[src/rtl/pvr_pkg.sv]
// Shared object-list definitions: entry tags, field positions, primitive
// type encodings and the descriptor handed to the ISP parameter parser.
package pvr_pkg;

    typedef enum logic [2:0] {
        TYPE_STRIP,
        TYPE_TRI,
        TYPE_QUAD,
        TYPE_RSVD,
        TYPE_LINK
    } entry_kind_e;

    localparam logic [1:0] PRIM_STRIP = 2'd0;
    localparam logic [1:0] PRIM_TRI   = 2'd1;
    localparam logic [1:0] PRIM_QUAD  = 2'd2;

    localparam logic [2:0] TAG_TRI  = 3'b100;
    localparam logic [2:0] TAG_QUAD = 3'b101;
    localparam logic [2:0] TAG_RSVD = 3'b110;

    localparam int unsigned F_LINK_END = 28;
    localparam int unsigned F_MASK_LSB = 25;
    localparam int unsigned F_SHADOW   = 24;
    localparam int unsigned F_SKIP_LSB = 21;
    localparam int unsigned F_OFFSET_W = 21;

    // Address is carried beside the struct because its width is a module parameter.
    typedef struct packed {
        logic [1:0] ptype;
        logic [5:0] mask;
        logic [3:0] count;
        logic       shadow;
        logic [2:0] skip;
    } prim_desc_t;

endpackage

[src/rtl/ol_entry_decode.sv]
// Combinational decode of one object-list word into a primitive descriptor,
// its parameter address, the entry kind and the link target.
module ol_entry_decode
    import pvr_pkg::*;
#(
    parameter int unsigned ADDR_W = 24
) (
    input  logic [31:0]       i_entry,
    input  logic [ADDR_W-1:0] i_param_base,
    output prim_desc_t        o_desc,
    output logic [ADDR_W-1:0] o_prim_addr,
    output entry_kind_e       o_kind,
    output logic              o_link_end,
    output logic [ADDR_W-1:0] o_next_addr
);

    assign o_prim_addr = i_param_base + ADDR_W'({i_entry[F_OFFSET_W-1:0], 2'b00});
    assign o_next_addr = ADDR_W'({i_entry[23:2], 2'b00});

    always_comb begin
        o_desc        = '0;
        o_kind        = TYPE_STRIP;
        o_link_end    = 1'b0;
        o_desc.shadow = i_entry[F_SHADOW];
        o_desc.skip   = i_entry[F_SKIP_LSB +: 3];
        if (!i_entry[31]) begin
            o_desc.ptype = PRIM_STRIP;
            o_desc.mask  = i_entry[F_MASK_LSB +: 6];
        end else begin
            unique case (i_entry[31:29])
                TAG_TRI: begin
                    o_kind       = TYPE_TRI;
                    o_desc.ptype = PRIM_TRI;
                    o_desc.count = i_entry[F_MASK_LSB +: 4];
                end
                TAG_QUAD: begin
                    o_kind       = TYPE_QUAD;
                    o_desc.ptype = PRIM_QUAD;
                    o_desc.count = i_entry[F_MASK_LSB +: 4];
                end
                TAG_RSVD: o_kind = TYPE_RSVD;
                default: begin
                    o_kind     = TYPE_LINK;
                    o_link_end = i_entry[F_LINK_END];
                end
            endcase
        end
    end

endmodule

[src/rtl/obj_list_walker.sv]
// Walks one tile's object list in VRAM, one entry per fetch, and emits a
// primitive descriptor per strip/array entry to the ISP parameter parser.
module obj_list_walker
    import pvr_pkg::*;
#(
    parameter int unsigned ADDR_W      = 24,
    parameter int unsigned MAX_ENTRIES = 1024
) (
    input  logic              clock,
    input  logic              reset_n,
    input  logic              list_start,
    input  logic [ADDR_W-1:0] list_addr,
    input  logic [ADDR_W-1:0] param_base,
    output logic              vram_rd,
    output logic [ADDR_W-1:0] vram_addr,
    input  logic [31:0]       vram_din,
    input  logic              vram_ack,
    output logic              prim_valid,
    input  logic              prim_ready,
    output logic [ADDR_W-1:0] prim_addr,
    output logic [1:0]        prim_type,
    output logic [5:0]        prim_mask,
    output logic [3:0]        prim_count,
    output logic              prim_shadow,
    output logic [2:0]        prim_skip,
    output logic              list_busy,
    output logic              list_done,
    output logic              list_err
);

    localparam int unsigned CNT_W = $clog2(MAX_ENTRIES + 1);

    typedef enum logic [2:0] {IDLE, FETCH, DECODE, EMIT, FINISH} state_e;

    state_e            r_state;
    logic [31:0]       r_entry;
    logic [ADDR_W-1:0] r_base;
    logic [ADDR_W-1:0] r_vram_addr;
    logic [ADDR_W-1:0] r_prim_addr;
    logic [CNT_W-1:0]  r_count;
    prim_desc_t        r_desc;
    logic              r_vram_rd;
    logic              r_prim_valid;
    logic              r_busy;
    logic              r_done;
    logic              r_err;

    prim_desc_t        w_desc;
    logic [ADDR_W-1:0] w_prim_addr;
    logic [ADDR_W-1:0] w_next_addr;
    entry_kind_e       w_kind;
    logic              w_link_end;
    logic              w_guard;
    logic              w_stop;

    ol_entry_decode #(.ADDR_W(ADDR_W)) u_decode (
        .i_entry      (r_entry),
        .i_param_base (r_base),
        .o_desc       (w_desc),
        .o_prim_addr  (w_prim_addr),
        .o_kind       (w_kind),
        .o_link_end   (w_link_end),
        .o_next_addr  (w_next_addr)
    );

    assign w_guard = (r_count == CNT_W'(MAX_ENTRIES));
    assign w_stop  = w_guard || (w_kind == TYPE_RSVD) || ((w_kind == TYPE_LINK) && w_link_end);

    always_ff @(posedge clock or negedge reset_n) begin
        if (!reset_n) begin
            r_state      <= IDLE;
            r_entry      <= '0;
            r_base       <= '0;
            r_vram_addr  <= '0;
            r_prim_addr  <= '0;
            r_count      <= '0;
            r_desc       <= '0;
            r_vram_rd    <= 1'b0;
            r_prim_valid <= 1'b0;
            r_busy       <= 1'b0;
            r_done       <= 1'b0;
            r_err        <= 1'b0;
        end else begin
            r_done <= 1'b0;
            r_err  <= 1'b0;
            unique case (r_state)
                IDLE: if (list_start) begin
                    // Masking keeps every list_addr bit in use while forcing word alignment.
                    r_vram_addr <= list_addr & ~ADDR_W'(3);
                    r_base      <= param_base;
                    r_count     <= '0;
                    r_busy      <= 1'b1;
                    r_vram_rd   <= 1'b1;
                    r_state     <= FETCH;
                end
                FETCH: if (vram_ack) begin
                    r_vram_rd <= 1'b0;
                    r_entry   <= vram_din;
                    r_count   <= r_count + CNT_W'(1);
                    r_state   <= DECODE;
                end
                DECODE: begin
                    if (w_stop) begin
                        r_done  <= 1'b1;
                        r_err   <= w_guard || (w_kind == TYPE_RSVD);
                        r_busy  <= 1'b0;
                        r_state <= FINISH;
                    end else if (w_kind == TYPE_LINK) begin
                        r_vram_addr <= w_next_addr;
                        r_vram_rd   <= 1'b1;
                        r_state     <= FETCH;
                    end else if ((w_kind == TYPE_STRIP) && (w_desc.mask == '0)) begin
                        r_vram_addr <= r_vram_addr + ADDR_W'(4);
                        r_vram_rd   <= 1'b1;
                        r_state     <= FETCH;
                    end else begin
                        r_desc       <= w_desc;
                        r_prim_addr  <= w_prim_addr;
                        r_prim_valid <= 1'b1;
                        r_state      <= EMIT;
                    end
                end
                EMIT: if (prim_ready) begin
                    r_prim_valid <= 1'b0;
                    r_vram_addr  <= r_vram_addr + ADDR_W'(4);
                    r_vram_rd    <= 1'b1;
                    r_state      <= FETCH;
                end
                FINISH: r_state <= IDLE;
                default: r_state <= IDLE;
            endcase
        end
    end

    assign vram_rd     = r_vram_rd;
    assign vram_addr   = r_vram_addr;
    assign prim_valid  = r_prim_valid;
    assign prim_addr   = r_prim_addr;
    assign prim_type   = r_desc.ptype;
    assign prim_mask   = r_desc.mask;
    assign prim_count  = r_desc.count;
    assign prim_shadow = r_desc.shadow;
    assign prim_skip   = r_desc.skip;
    assign list_busy   = r_busy;
    assign list_done   = r_done;
    assign list_err    = r_err;

endmodule
[config.mk]
export PLATFORM = sky130hd
export DESIGN_NAME = obj_list_walker
export DESIGN_NICKNAME = d
export VERILOG_FILES = /design/src/rtl/pvr_pkg.sv /design/src/rtl/ol_entry_decode.sv /design/src/rtl/obj_list_walker.sv
export SDC_FILE = /design/constraint.sdc
export NUM_CORES = 1
export LEC_CHECK = 0
export CORE_ASPECT_RATIO = 0.6
export CORE_MARGIN = 3
export CORE_UTILIZATION = 52
export CTS_BUF_LIST = sky130_fd_sc_hd__clkbuf_8 sky130_fd_sc_hd__clkbuf_16
export CTS_CLUSTER_DIAMETER = 30
export CTS_CLUSTER_SIZE = 25
export DETAILED_ROUTE_END_ITERATION = 6
export GPL_TIMING_DRIVEN = 0
export HOLD_SLACK_MARGIN = 0.05
export PLACE_DENSITY = 0.92
export SETUP_SLACK_MARGIN = 0.5
export SLEW_MARGIN = 30
export SYNTH_ARGS = -nofsm -noshare
export SYNTH_HDL_FRONTEND = slang
export SYNTH_SLANG_ARGS = --single-unit
[constraint.sdc]
create_clock -name clock -period 3 [get_ports clock]
set_clock_uncertainty 0.15 [all_clocks]
set_input_delay 0.45 -clock clock [delete_from_list [all_inputs] [get_ports clock]]
set_output_delay 0.45 -clock clock [all_outputs]
set_load 0.02 [all_outputs]
# Word-level counts from Yosys, hierarchy flattened
# Cells that the tools add are included.
# totals
wordCells	105
reg_bits	139
input_bits	85
output_inout_bits	69
# op_classes
mux	43
eq_ne	17
n_addsub	3
bitwise	3
reduce_logical	23
# op_table
cell	n
two-way mux 24 bit	5
one-hot mux 24 bit (3 select lines)	1
adder 24 x 23 -> 24 bit	1
adder 24 x 3 -> 24 bit, second input constant	1
two-way mux 11 bit	2
one-hot mux 11 bit (2 select lines)	1
two-way mux 1 bit	17
two-way mux 3 bit	5
!= test 2 bit, second input constant	7
== test 3 bit, second input constant	4
one-hot mux 3 bit (4 select lines)	1
adder 11 x 1 -> 11 bit, second input constant	1
== test 11 bit, second input constant	1
AND reduction 5 bit	2
== test 3 x 2 -> 1 bit, second input constant	3
one-hot mux 3 bit (3 select lines)	1
AND reduction 3 bit	3
two-way mux 4 bit	2
zero test 3 bit	2
zero test 6 bit	1
two-way mux 2 bit	3
two-way mux 6 bit	1
AND reduction 6 bit	1
nonzero test 2 bit	3
other kinds (14)	20

# Logic depth before layout (Yosys ltp)
# depth
ltp_word	9
depth_mapped	10
depth_no_buf	8

# By module
# A second synthesis with hierarchy kept.
# unflattened
hier_cells	724
hier_area_um2	7852.5
# modules_own_cells
module	area_per_inst_um2	cells_each	instances	seq_area_each_um2
obj_list_walker	6412.4	527	1	3478.3
ol_entry_decode	1440.1	197	1	0.0

# Least setup slack after synthesis
# OpenSTA, ideal clock, no wires.
# synth_path
path_kind	register -> register
start	register r_entry[4]
end	register r_prim_addr[21] (netlist: prim_addr[21])
required_ns	2.781
setup_ns	0.069
path_slack_ns	0.646
synth_period_minus_slack_ns	2.354
path_buffers	1
t_arrival_ns	2.135
path_stages_with_launch	9
path_cell_list	dfrtp_1 ha_1 buf_2 and2_1 a311o_1 o211ai_2 a21oi_1 or4_1 nand3_1
# synth_via
elab_chain_len	1
# synth_rtl
element	line	text
start, declared	obj_list_walker.sv:36	logic [31:0] r_entry;
start signal, assigned	obj_list_walker.sv:98	r_entry <= vram_din;
adder 24 x 23 -> 24 bit	ol_entry_decode.sv:17	assign o_prim_addr = i_param_base + ADDR_W'({i_entry[F_OFFSET_W-1:0], 2'b00});
end signal, assigned	obj_list_walker.sv:118	r_prim_addr <= w_prim_addr;
end, declared	obj_list_walker.sv:39	logic [ADDR_W-1:0] r_prim_addr;
# No other way between the ends.
# A chain may end at the register's enable or synchronous reset.

# Final worst setup path
# layout_path
start	register r_entry[4]
end	register r_prim_addr[20] (netlist: prim_addr[20])
# Same word-level chain as after synthesis.

==> flow_summary_export.csv <==
group,metric,value,unit
power,ir_drop,602,uV
power,p_leak,4.29,nW
worst_setup_path,crit_family,"compound AO/OA/AOI/OAI gates",
detailed_routing,wl_per_cell,20.9,microns
clock_tree,cts_buffers,17,
detailed_routing,drc,1,
status,status,"finished with violations",
cells_and_area,area_growth,37.5,%
die,start_util,0.552,
worst_setup_path,criticalPathCategory,"register to register",
synthesis,syn_area_per_cell,9.79,sq um
global_routing,grtUsageTotal,0.297,
worst_setup_path,crit_path_end_kind,"register",
hold_path,min_from,"r_base[1]$_DFFE_PN0P_",
sta,clock.fmax,396,MHz
die,dieArea,15700,sq um
worst_setup_path,cpPeakStageDelay,460,ps
synthesis,ys_types,67,
synthesis,synthFlopType,"dfrtp_1",
sta,fin_crit_sh,0.841,
sta,finalSetupViolCount,0,
global_routing,grt_antenna_before_repair,0,
clock_tree,root_buffer,"clkbuf_16",
sta,rsz0062_at_grt,"yes",
worst_setup_path,critPathLaunchType,"register",
detailed_routing,ant_nets,0,
worst_setup_path,worstPathRequired,3180,ps
global_routing,grt-ovfl-total,0,
clock_tree,htreeDepth,4,
clock_tree,cts_buffer_depth,2,
synthesis,ys_warn_count,0,
clock_tree,cts.clk_slew.worst_paths,60,ps
sta,worst_pin_slew,604,ps
cells_and_area,nets,1051,
cells_and_area,drive_gt1_frac,0.186,
synthesis,yosysMostFrequentCell,"dfrtp_1",
clock_tree,clock-sinks,137,
cells_and_area,antennaDiodeCount,0,
worst_setup_path,slowest_stage,"dfrtp_2",
hold_path,hold_path_end,"prim_addr[1]$_DFFE_PN0P_",
detailed_routing,drt_iter0_markers,915,
die,core_area,13300,sq um
sta,timing.final.crit_period,2520,ps
detailed_routing,finalWirelength,23900,microns
hold_path,hold_path.class,"register to register",
die,rows,32,
worst_setup_path,path_max_fanout,8,
synthesis,synth_cells,752,
detailed_routing,vias,7028,
sta,holdWs,326,ps
synthesis,syn-cell-area,7370,sq um
placed_design,gp_congestion,0.934,
synthesis,ys_top_cells_by_area,"dfrtp_1, mux2_2, nand2_1, o21ai_0, ha_1",
die,io_pins,154,
hold_path,worstHoldPathCells,2,
synthesis,synth_top_area_frac,0.465,
placed_design,hpwl,16300,microns
job,drv_cap,0,
status,violations,"DRC",
detailed_routing,first_pass_iters,7,
clock_tree,cts_tree,"built",
global_routing,grt_pass1_vias,6740,
synthesis,synth_seq_cells,137,
clock_tree,insertion_delay,420,ps
synthesis,yosys.area.top_type,"dfrtp_1",
synthesis,synth_async_sr_flop_share,1.00,
worst_setup_path,path_cells,"ha_4, buf_6, a211oi_1, o21ai_1, o211ai_1, buf_4, a21oi_1, o31a_1, o31ai_1",
die,die_w,160,microns
worst_setup_path,ff2ff_path_depth,9,
synthesis,seq_area_frac_synth,0.465,
synthesis,yosys-top-cells-count,"dfrtp_1, nand2_1, o21ai_0, mux2_2, nor2_1",
worst_setup_path,arrival,2700,ps
die,die_y,98.2,microns
synthesis,synth_edf_count,0,
placed_design,numPortBuffers,149,
cells_and_area,post-route-util,0.759,
worst_setup_path,rr_startpoint,"r_entry[4]$_DFFE_PN0P_",
sta,timing.final.max_slew_violations,0,
worst_setup_path,critical_path_buf_inv_count,2,
global_routing,grt_pass1_wl,36800,microns
sta,max_slew_margin,0.597,
global_routing,grt_max_degree,89,
detailed_routing,vias_per_cell,6.16,
power,powerDensity,1290,nW/um^2
worst_setup_path,r2r_end,"prim_addr[20]$_DFFE_PN0P_",
worst_setup_path,r2r_setup_slack,480,ps
sta,hold_viol_final,0,
worst max path at each step:
stage | startpoint | to | slack [ps] | cells past startpoint
floorplan | r_entry[4]$_DFFE_PN0P_ | prim_addr[21]$_DFFE_PN0P_ | 650 | 8
global placement | reset_n | vram_addr[17]$_DFFE_PN0P_ | -4030 | 1
global route | r_entry[4]$_DFFE_PN0P_ | prim_addr[20]$_DFFE_PN0P_ | 430 | 9
finish | r_entry[4]$_DFFE_PN0P_ | prim_addr[20]$_DFFE_PN0P_ | 480 | 9
detailed placement | list_start | r_base[21]$_DFFE_PN0P_ | -4 | 4
CTS | r_entry[2]$_DFFE_PN0P_ | prim_addr[14]$_DFFE_PN0P_ | 450 | 7
state kept, by name (all words and copies together), names as in the netlist:
| register | cells |
|---|---|
| list_busy | 1 |
| list_done | 1 |
| list_err | 1 |
| prim_addr | 24 |
| prim_count | 4 |
| prim_mask | 6 |
| prim_shadow | 1 |
| prim_skip | 3 |
| prim_type | 2 |
| prim_valid | 1 |
| r_base | 24 |
| r_count | 11 |
| r_entry | 32 |
| r_state | 3 |
| vram_addr | 22 |
| vram_rd | 1 |
placed cells by master, fill, tap and decap left out, types with 7 or more instances in the layout:
| master | instances |
|---|---|
| clkdlybuf4s50_1 | 148 |
| dfrtp_1 | 134 |
| nand2_1 | 121 |
| mux2_2 | 57 |
| o21ai_0 | 57 |
| nor2_1 | 40 |
| a21oi_1 | 26 |
| buf_4 | 24 |
| nand3_1 | 21 |
| ha_1 | 18 |
| clkbuf_16 | 17 |
| o21ai_1 | 14 |
| clkbuf_1 | 13 |
| a21o_1 | 13 |
| inv_1 | 12 |
| xor2_1 | 11 |
| clkbuf_2 | 9 |
| and2_1 | 9 |
| buf_2 | 9 |
| and3_1 | 9 |
| o211ai_1 | 9 |
| a22o_1 | 8 |
| nor3_1 | 8 |
| nand4_1 | 7 |
| xnor2_1 | 7 |
area by class of cell:
cell class / count / area (sq um)
multi-input cells: 559 / 3870
flip-flops and latches: 137 / 3430
fillers: 877 / 3210
repair buffers: 169 / 1670
clock buffers: 17 / 425
plain buffers: 45 / 251
well taps: 187 / 234
clock inverters: 15 / 200
inverters: 12 / 45.0
cells by family after synthesis:
| family | synth area share |
|---|---|
| and+or+nand+nor | 0.171 |
| AOI/OAI and AO/OA | 0.171 |
| DFF | 0.465 |
| muxes | 0.0912 |
| buffers and inverters | 0.0362 |
| adders and majority gates | 0.0435 |
| xor gates and xnor gates | 0.0214 |
| other | 0.000509 |
tightest hold or removal path: cells and delay by family (launching register included):
| family | cells | cell delay (ps) |
|---|---|---|
| flip-flops | 1 | 340 |
| AND/OR/NAND/NOR | 2 | 100 |
repair_timing:
action / CTS / global route
setup buffers: 11 / 7
endpoints found under the setup margin: 64 / 69
pin swaps: 11 / 14
endpoints found under the hold margin: 49 / 0
hold buffers: 1 / 0
gates resized for setup: 22 / 61
per-layer routing:
layer,vias to the layer above,GRT usage,part of all wire
met4,0,0.0572,0.016
met5,-,0,0
met2,472,0.450,0.44
li1,3107,-,-
met3,54,0.103,0.14
met1,3395,0.417,0.41
through the flow:
stage / setup WS (ps) / TNS, ps / power [W] / std cells / area, sq um
after floorplan: 646 / 0 / 0.00749 / 753 / 7370
after global placement: -4030 / -549660 / 0.00961 / 1089 / 9090
after detailed placement: -3.93 / -3.93 / 0.00985 / 1090 / 9130
after CTS: 449 / 0 / 0.0124 / 1134 / 9920
after global routing: 428 / 0 / 0.0137 / 1141 / 10100
final: 477 / 0 / 0.0130 / 1141 / 10100
power breakdown:
part / internal (W) / leakage [nW] / total (W) / switching (W)
registers: 0.00271 / 1.68 / 0.00364 / 0.000932
logic: 0.00312 / 2.31 / 0.00715 / 0.00403
clock network: 0.00139 / 0.301 / 0.00225 / 0.000859
(Power assumes the default switching activity.)
